<file path="config.mk">
export PLATFORM = sky130hd
export DESIGN_NAME = triangle_sched
export DESIGN_NICKNAME = d
export VERILOG_FILES = /design/src/rtl/triangle_sched.sv
export SDC_FILE = /design/constraint.sdc
export NUM_CORES = 1
export LEC_CHECK = 0
export BUFFER_PORTS_ARGS = -buffer_cell sky130_fd_sc_hd__clkbuf_2
export CORE_MARGIN = 2
export CORE_UTILIZATION = 51
export CTS_CLUSTER_DIAMETER = 200
export CTS_CLUSTER_SIZE = 28
export DETAILED_ROUTE_END_ITERATION = 10
export PLACE_DENSITY = 0.85
export SYNTH_ARGS = -nofsm -noshare
export SYNTH_HDL_FRONTEND = slang
export SYNTH_SLANG_ARGS = --single-unit
</file>
<file path="constraint.sdc">
create_clock -name clk_in -period 6 [get_ports clk_in]
set_input_delay 0.3 -clock clk_in [delete_from_list [all_inputs] [get_ports clk_in]]
set_output_delay 0.3 -clock clk_in [all_outputs]
set_load 0.005 [all_outputs]
</file>
<file path="src/rtl/triangle_sched.sv">
`timescale 1ns/1ps
// triangle_sched
// Frame-level scheduler for the rasterizer. On a frame start it walks the
// triangle-record RAM from address 0. For each record it waits out the RAM
// read latency, captures the A/B/C vertices, pulses the rasterizer valid,
// then waits for the rasterizer's last_out before advancing to the next
// address.
//
// Optional feature: define TRI_SCHED_CULL_EN to skip degenerate triangles
// (all three x equal, or all three y equal) and count them. When it is not
// defined, every triangle is issued and cull_count_out is tied to 0.
//
// Ports:
//   clk_in, rst_n_in       clock, asynchronous active-low reset
//   start_in               frame start pulse, sampled only in IDLE
//   count_in               triangles this frame, clamped to TRIANGLES
//   abort_in               synchronous abort back to IDLE (no done pulse)
//   rd_addr_out            RAM port-B read address
//   tri_data_in            RAM port-B data {A,B,C}, each vertex {x[9:0],y[9:0]}
//   rast_valid_out         one-cycle pulse to the rasterizer
//   rast_vertex_*_out      vertices, stable from the pulse until rast_last_in
//   rast_last_in           rasterizer last_out
//   tri_index_out          index of the triangle in flight
//   busy_out               high from accepted start until done/abort
//   frame_done_out         one-cycle pulse at frame completion
//   cull_count_out         degenerate triangles skipped this frame
//   state_dbg_out          current FSM state encoding
//
// Rasterizer handshake: rast_valid_out is a single-cycle pulse with no
// backpressure; the rasterizer signals completion with rast_last_in, which
// is only honoured while waiting for it (stale pulses elsewhere are dropped).
module triangle_sched #(
  parameter int TRIANGLES    = 72,
  parameter int ADDR_W       = $clog2(TRIANGLES),
  parameter int READ_LATENCY = 2
) (
  input  logic              clk_in,
  input  logic              rst_n_in,
  input  logic              start_in,
  input  logic [ADDR_W:0]   count_in,
  input  logic              abort_in,
  output logic [ADDR_W-1:0] rd_addr_out,
  input  logic [59:0]       tri_data_in,
  output logic              rast_valid_out,
  output logic [19:0]       rast_vertex_a_out,
  output logic [19:0]       rast_vertex_b_out,
  output logic [19:0]       rast_vertex_c_out,
  input  logic              rast_last_in,
  output logic [ADDR_W-1:0] tri_index_out,
  output logic              busy_out,
  output logic              frame_done_out,
  output logic [ADDR_W:0]   cull_count_out,
  output logic [2:0]        state_dbg_out
);

  localparam int LAT_W = $clog2(READ_LATENCY + 1) + 1;
  localparam logic [ADDR_W:0]  TRI_MAX = (ADDR_W + 1)'(TRIANGLES);
  localparam logic [ADDR_W:0]  CNT_ONE = (ADDR_W + 1)'(1);
  localparam logic [LAT_W-1:0] LAT_END = LAT_W'(READ_LATENCY);

  typedef enum logic [2:0] {
    S_IDLE      = 3'd0,
    S_FETCH     = 3'd1,
    S_ISSUE     = 3'd2,
    S_WAIT_LAST = 3'd3,
    S_NEXT      = 3'd4
  } state_t;

  state_t            state_q, state_d;
  logic [LAT_W-1:0]  lat_q, lat_d;
  logic [ADDR_W:0]   count_q, count_d;
  logic [ADDR_W-1:0] index_q, index_d;
  logic [19:0]       va_q, va_d, vb_q, vb_d, vc_q, vc_d;
  logic              valid_q, valid_d;
  logic              busy_q, busy_d;
  logic              done_q, done_d;
  logic [ADDR_W:0]   count_clamped;
  logic              is_last;

`ifdef TRI_SCHED_CULL_EN
  logic [ADDR_W:0]   cull_q, cull_d;
  logic              degenerate;

  // Judged on the live RAM data at the capture cycle.
  assign degenerate =
    ((tri_data_in[59:50] == tri_data_in[39:30]) && (tri_data_in[39:30] == tri_data_in[19:10])) ||
    ((tri_data_in[49:40] == tri_data_in[29:20]) && (tri_data_in[29:20] == tri_data_in[9:0]));
`endif

  assign count_clamped = (count_in > TRI_MAX) ? TRI_MAX : count_in;
  // count_q is at least 1 whenever this is consulted (outside IDLE).
  assign is_last = ({1'b0, index_q} == (count_q - CNT_ONE));

  always_comb begin
    state_d = state_q;
    lat_d   = lat_q;
    count_d = count_q;
    index_d = index_q;
    va_d    = va_q;
    vb_d    = vb_q;
    vc_d    = vc_q;
    valid_d = 1'b0;
    busy_d  = busy_q;
    done_d  = 1'b0;
`ifdef TRI_SCHED_CULL_EN
    cull_d  = cull_q;
`endif
    unique case (state_q)
      S_IDLE: begin
        if (start_in) begin
          count_d = count_clamped;
          index_d = '0;
`ifdef TRI_SCHED_CULL_EN
          cull_d  = '0;
`endif
          if (count_clamped == '0) begin
            done_d = 1'b1;
          end else begin
            busy_d  = 1'b1;
            lat_d   = '0;
            state_d = S_FETCH;
          end
        end
      end
      S_FETCH: begin
        // READ_LATENCY+1 cycles of settled address before sampling data.
        if (lat_q == LAT_END) begin
          va_d = tri_data_in[59:40];
          vb_d = tri_data_in[39:20];
          vc_d = tri_data_in[19:0];
`ifdef TRI_SCHED_CULL_EN
          if (degenerate) begin
            cull_d = cull_q + CNT_ONE;
            if (is_last) begin
              state_d = S_IDLE;
              busy_d  = 1'b0;
              done_d  = 1'b1;
            end else begin
              state_d = S_NEXT;
            end
          end else begin
            state_d = S_ISSUE;
          end
`else
          state_d = S_ISSUE;
`endif
        end else begin
          lat_d = lat_q + LAT_W'(1);
        end
      end
      S_ISSUE: begin
        valid_d = 1'b1;
        state_d = S_WAIT_LAST;
      end
      S_WAIT_LAST: begin
        if (rast_last_in) begin
          if (is_last) begin
            state_d = S_IDLE;
            busy_d  = 1'b0;
            done_d  = 1'b1;
          end else begin
            state_d = S_NEXT;
          end
        end
      end
      S_NEXT: begin
        index_d = index_q + ADDR_W'(1);
        lat_d   = '0;
        state_d = S_FETCH;
      end
      default: begin
        state_d = S_IDLE;
        busy_d  = 1'b0;
      end
    endcase
    // Abort wins over everything outside IDLE; in IDLE it is a no-op so a
    // simultaneous start is still accepted.
    if (abort_in && (state_q != S_IDLE)) begin
      state_d = S_IDLE;
      valid_d = 1'b0;
      busy_d  = 1'b0;
      done_d  = 1'b0;
    end
  end

  always_ff @(posedge clk_in or negedge rst_n_in) begin
    if (!rst_n_in) begin
      state_q <= S_IDLE;
    end else begin
      state_q <= state_d;
    end
  end

  always_ff @(posedge clk_in or negedge rst_n_in) begin
    if (!rst_n_in) begin
      lat_q   <= '0;
      count_q <= '0;
      index_q <= '0;
      va_q    <= '0;
      vb_q    <= '0;
      vc_q    <= '0;
      valid_q <= 1'b0;
      busy_q  <= 1'b0;
      done_q  <= 1'b0;
`ifdef TRI_SCHED_CULL_EN
      cull_q  <= '0;
`endif
    end else begin
      lat_q   <= lat_d;
      count_q <= count_d;
      index_q <= index_d;
      va_q    <= va_d;
      vb_q    <= vb_d;
      vc_q    <= vc_d;
      valid_q <= valid_d;
      busy_q  <= busy_d;
      done_q  <= done_d;
`ifdef TRI_SCHED_CULL_EN
      cull_q  <= cull_d;
`endif
    end
  end

  // The read address always tracks the index of the triangle in flight.
  assign rd_addr_out       = index_q;
  assign tri_index_out     = index_q;
  assign rast_valid_out    = valid_q;
  assign rast_vertex_a_out = va_q;
  assign rast_vertex_b_out = vb_q;
  assign rast_vertex_c_out = vc_q;
  assign busy_out          = busy_q;
  assign frame_done_out    = done_q;
  assign state_dbg_out     = state_q;
`ifdef TRI_SCHED_CULL_EN
  assign cull_count_out    = cull_q;
`else
  assign cull_count_out    = '0;
`endif

endmodule

</file>
# Yosys cells after proc, flatten, opt, wreduce, memory -nomap -nowiden
# Cells that the tools add are included.
# op_classes
add_sub_neg	3
multipliers	0
div_mod_pow	0
order_cmp	1
eq_ne	15
shifts	0
mux	28
n_bitwise	0
reduce_logical	13
# op_table
op	count
$mux 3	9
$ne 3x3->1 const B	5
$pmux 3 s5	1
$pmux 7 s2	1
$mux 1	12
$eq 3x2->1 const B	3
$pmux 3 s3	1
$eq 7x8->1	1
$gt 8x7->1 const B	1
$logic_not 8->1	1
$mux 8	1
$reduce_and 4->1	2
$sub 8x1->8 const B	1
$add 7x1->7 const B	1
$mux 7	1
$ne 2x2->1 const B	3
$reduce_and 2->1	3
$reduce_bool 3->1	2
$reduce_and 5->1	1
$add 3x1->3 const B	1
$eq 3x1->1 const B	1
$eq 3x3->1 const B	1
$logic_not 3->1	1
$pmux 1 s3	1
5 further kinds	5
# totals
regBits	84
latch_bits	0
ram_bits	0
mem_bits_ro	0
input_bits	73
output_inout_bits	88
wordCells	70
n_memories	0

# Longest topological paths before layout
# logic_depth
word_depth	7
ltp_mapped	8
depth_no_buf	7

# Least setup slack after synthesis
# Ideal clock, no wire load.
# synth_path
path_kind	register -> register
start	reg count_q[0]
end	reg busy_q, in the netlist busy_out
setup_time_ns	0.135
t_arrival_ns	1.878
required_time_ns	5.865
path_slack_ns	3.986
path_stages_with_launch	9
n_path_buf	1
synth_period_minus_slack_ns	2.014
path_cell_list	dfrtp_1 buf_6 inv_1 ha_1 o21bai_1 a2111oi_0 nor3_1 a2111oi_2 o21ai_1
# synth_between
elab_chain_cells	4
# synth_rtl
item	line	rtl
start: declaration	71	logic [ADDR_W:0] count_q, count_d;
start signal: assignment	210	count_q <= count_d;
$sub 8x1->8	92	assign is_last = ({1'b0, index_q} == (count_q - CNT_ONE));
$eq 7x8->1	92	
$ne 3x3->1 (no line)	n/a	
$reduce_and 5->1 (no line)	n/a	
end signal: assignment	216	busy_q <= busy_d;
end: declaration	75	logic busy_q, busy_d;
# No other way between the ends.
# A chain may end at the register's enable or synchronous reset.

# Worst setup path after layout
# Ends and elaborated chain as after synthesis.

==> results.py <==
metrics = {
    "setup_path": {
        "worstPathRequired_ns": 6.22,
        "critical_path_class": "reg2reg",
        "cp-end-kind": "register",
        "start_kind": "register",
        "crit_arrival_ns": 2.52,
        "critPathMaxFanout": 9,
    },
    "final_layout": {
        "diodes": 0,
        "utilization_pct": 65.5,
        "nNetsFinal": 526,
        "fin_cells": 550,
        "drive_above_1_share_pct": 37.9,
        "synthToLayoutAreaGrowth_pct": 25.2,
    },
    "power_and_ir_drop": {
        "total_power_uw": 2120,
        "power_leakage_uw": 0.00235,
        "power_frac_seq_pct": 45.7,
        "power_density_nw_per_um2": 449,
        "ir_drop_mv": 0.203,
        "intPower_uw": 1430,
        "sw_frac_of_total_pct": 32.6,
        "power_switching_uw": 691,
        "pwr-share-clk_pct": 19.8,
        "combPwrFrac_pct": 34.5,
    },
    "global_route": {
        "use_met2_pct": 33.1,
        "grt-ovfl-total": 0,
        "grt_start_max_net_pins": 85,
        "grt_pass1_vias": 2763,
        "grtUsageTotal_pct": 20.3,
        "use_met3_pct": 5.28,
        "grt_busiest_layer": "met2",
        "grtUsageMet1_pct": 25.4,
        "grt_pass1_wl_um": 13200,
        "antenna_found_initial": 0,
    },
    "cts": {
        "ctsHoldBuffers": 0,
        "htreeDepth": 3,
        "clk_latency_ns": 0.35,
        "clock_path_buffers": 2,
        "cts.sinks": 84,
        "clockRootBuffer": "clkbuf_8",
        "cts_resized": 0,
        "cts_tree": "yes",
        "post-cts-setup-buffer-count": 0,
        "path_clk_slew_ns": 0.08,
        "cts_buffers": 9,
    },
    "timing": {
        "rsz0062_at_grt": "false",
        "slew_headroom_pct": 31.1,
        "skew_ns": 0.0102,
        "tightest_slew_ns": 1.03,
        "whs_ns": 0.122,
        "fmax_ghz": 0.435,
        "min_period_ns": 2.30,
        "hold_viol": 0,
        "slew_violations": 0,
        "tns_ns": 0,
        "period_share_pct": 38.4,
        "setup_viol_count_final": 0,
    },
    "placed_design": {
        "portBuffers": 152,
        "post-dp-hpwl_um": 5940,
        "place_inst": 537,
        "gp_congestion": 0.833,
    },
    "floorplan": {
        "row_count": 31,
        "ioPinCount": 161,
        "die_h_um": 90.0,
        "core_area_um2": 7210,
        "die_x_um": 90.0,
        "die-area_um2": 8100,
        "initial_core_util_pct": 52.3,
    },
    "flow_run": {
        "maxCapViolations": 0,
    },
    "drt": {
        "drtIter0Drc": 131,
        "vias": 2824,
        "wirelength_um": 7930,
        "wl_per_cell_um": 14.4,
        "avgViaCountPerCell": 5.13,
        "ant_nets": 0,
        "drcViolationCount": 0,
        "drt_pass1_iterations": 4,
    },
    "synthesis": {
        "syn_area_per_cell_um2": 12.4,
        "synthDistinctLibCells": 49,
        "seq_area_frac_synth_pct": 55.7,
        "yosysWarningCount": 0,
        "synth_area_um2": 3770,
        "async_flop_share_pct": 100,
        "synth_edf_count": 0,
        "synth_flop_cell": "dfrtp_1",
        "postSynthCellCount": 305,
        "ys_seq_elements": 84,
    },
    "worst_hold_path": {
        "hp-class": "in2async",
    },
    "run_status": {
        "status": "finished clean",
    },
}
-- cell families after synthesis --
logic type      share of synthesized area, %
xor+xnor                                1.86
fa+ha+maj                               1.33
mux                                     17.9
buf+inv                                 5.01
other cells                           0.0994
simple gates                            10.4
compound gates                          7.66
flops                                   55.7
-- cells in the mapped netlist, drive strengths merged, types with 4 or more instances --
| library cell | count | share of area [%] |
|---|---|---|
| nor2 | 15 | 1.6 |
| clkbuf | 4 | 0.40 |
| buf | 23 | 4.2 |
| nor2b | 6 | 0.99 |
| ha | 4 | 1.3 |
| inv | 4 | 0.40 |
| a21oi | 4 | 0.53 |
| nor3 | 7 | 0.93 |
| dfrtp | 84 | 56 |
| mux2 | 60 | 18 |
| o21ai | 20 | 2.7 |
| nand3 | 5 | 0.66 |
| nand2 | 19 | 1.9 |
| xnor2 | 5 | 1.2 |
-- sequential cells by signal, indices dropped and copies added, names as in the netlist --
signal,count
busy_out,1
count_q,8
frame_done_out,1
lat_q,3
rast_valid_out,1
rast_vertex_a_out,20
rast_vertex_b_out,20
rast_vertex_c_out,20
rd_addr_out,7
state_dbg_out,3
-- final cells by class --
type / instances / area (µm²)
Inverter: 4 / 15.0
Fill cell: 587 / 2490
Multi-Input combinational cell: 197 / 1510
Clock buffer: 9 / 124
Tap cell: 99 / 124
Sequential cell: 84 / 2100
Timing Repair Buffer: 153 / 771
Clock inverter: 4 / 76.3
-- critical path: stages, from the launching register on --
cell and delay [ns]:
dfrtp_1 0.51, inv_1 0.08, ha_1 0.28, o21bai_1 0.19, a2111oi_0 0.41, nor3_1 0.10, a2111oi_2 0.49, o21ai_1 0.13
-- routing by layer --
metal	vias to the layer above	routed length, µm
li1	1350	-
met2	127	3770
met3	23	578
met1	1324	3350
met4	0	231
met5	-	0
-- metrics by stage --
step	instance area (µm²)	worst slack, ns
CTS	4720	3.72
global route	4720	3.56
finish	4720	3.70
floorplan	3800	3.99
global placement	4520	3.85
detailed placement	4520	3.73
-- worst paths after layout --
kind,startpoint,to,slack [ns],cells after the start
max in group asynchronous,rst_n_in,rast_valid_out,5.21,1
setup reg to reg,count_q[0],busy_out,3.70,7
setup / recovery,count_q[0],busy_out,3.70,7
hold reg to reg,rast_vertex_c_out[10],rast_vertex_c_out[10],0.49,1
hold / removal,rst_n_in,rast_vertex_a_out[10],0.12,1
min in group clk_in,tri_data_in[43],rast_vertex_a_out[3],0.15,2
-- power groups by stage --
stage / Clock (µW) / Combinational (µW) / Sequential, µW
detailed placement: 0 / 745 / 983
floorplan: 0 / 408 / 968
global route: 455 / 819 / 1000
finish: 421 / 731 / 969
CTS: 432 / 748 / 970
global placement: 0 / 717 / 964
-- cell usage in the layout (no fill, tap or decap), types with 5 or more instances in the layout --
cell	instances
clkbuf_2	151
dfrtp_1	84
mux2_1	60
nand2_1	18
o21ai_0	16
nor2_1	14
clkbuf_8	9
conb_1	8
nor3_1	7
nor2b_1	6
xnor2_1	5
nand3_1	5
(Power assumes the default switching activity.)
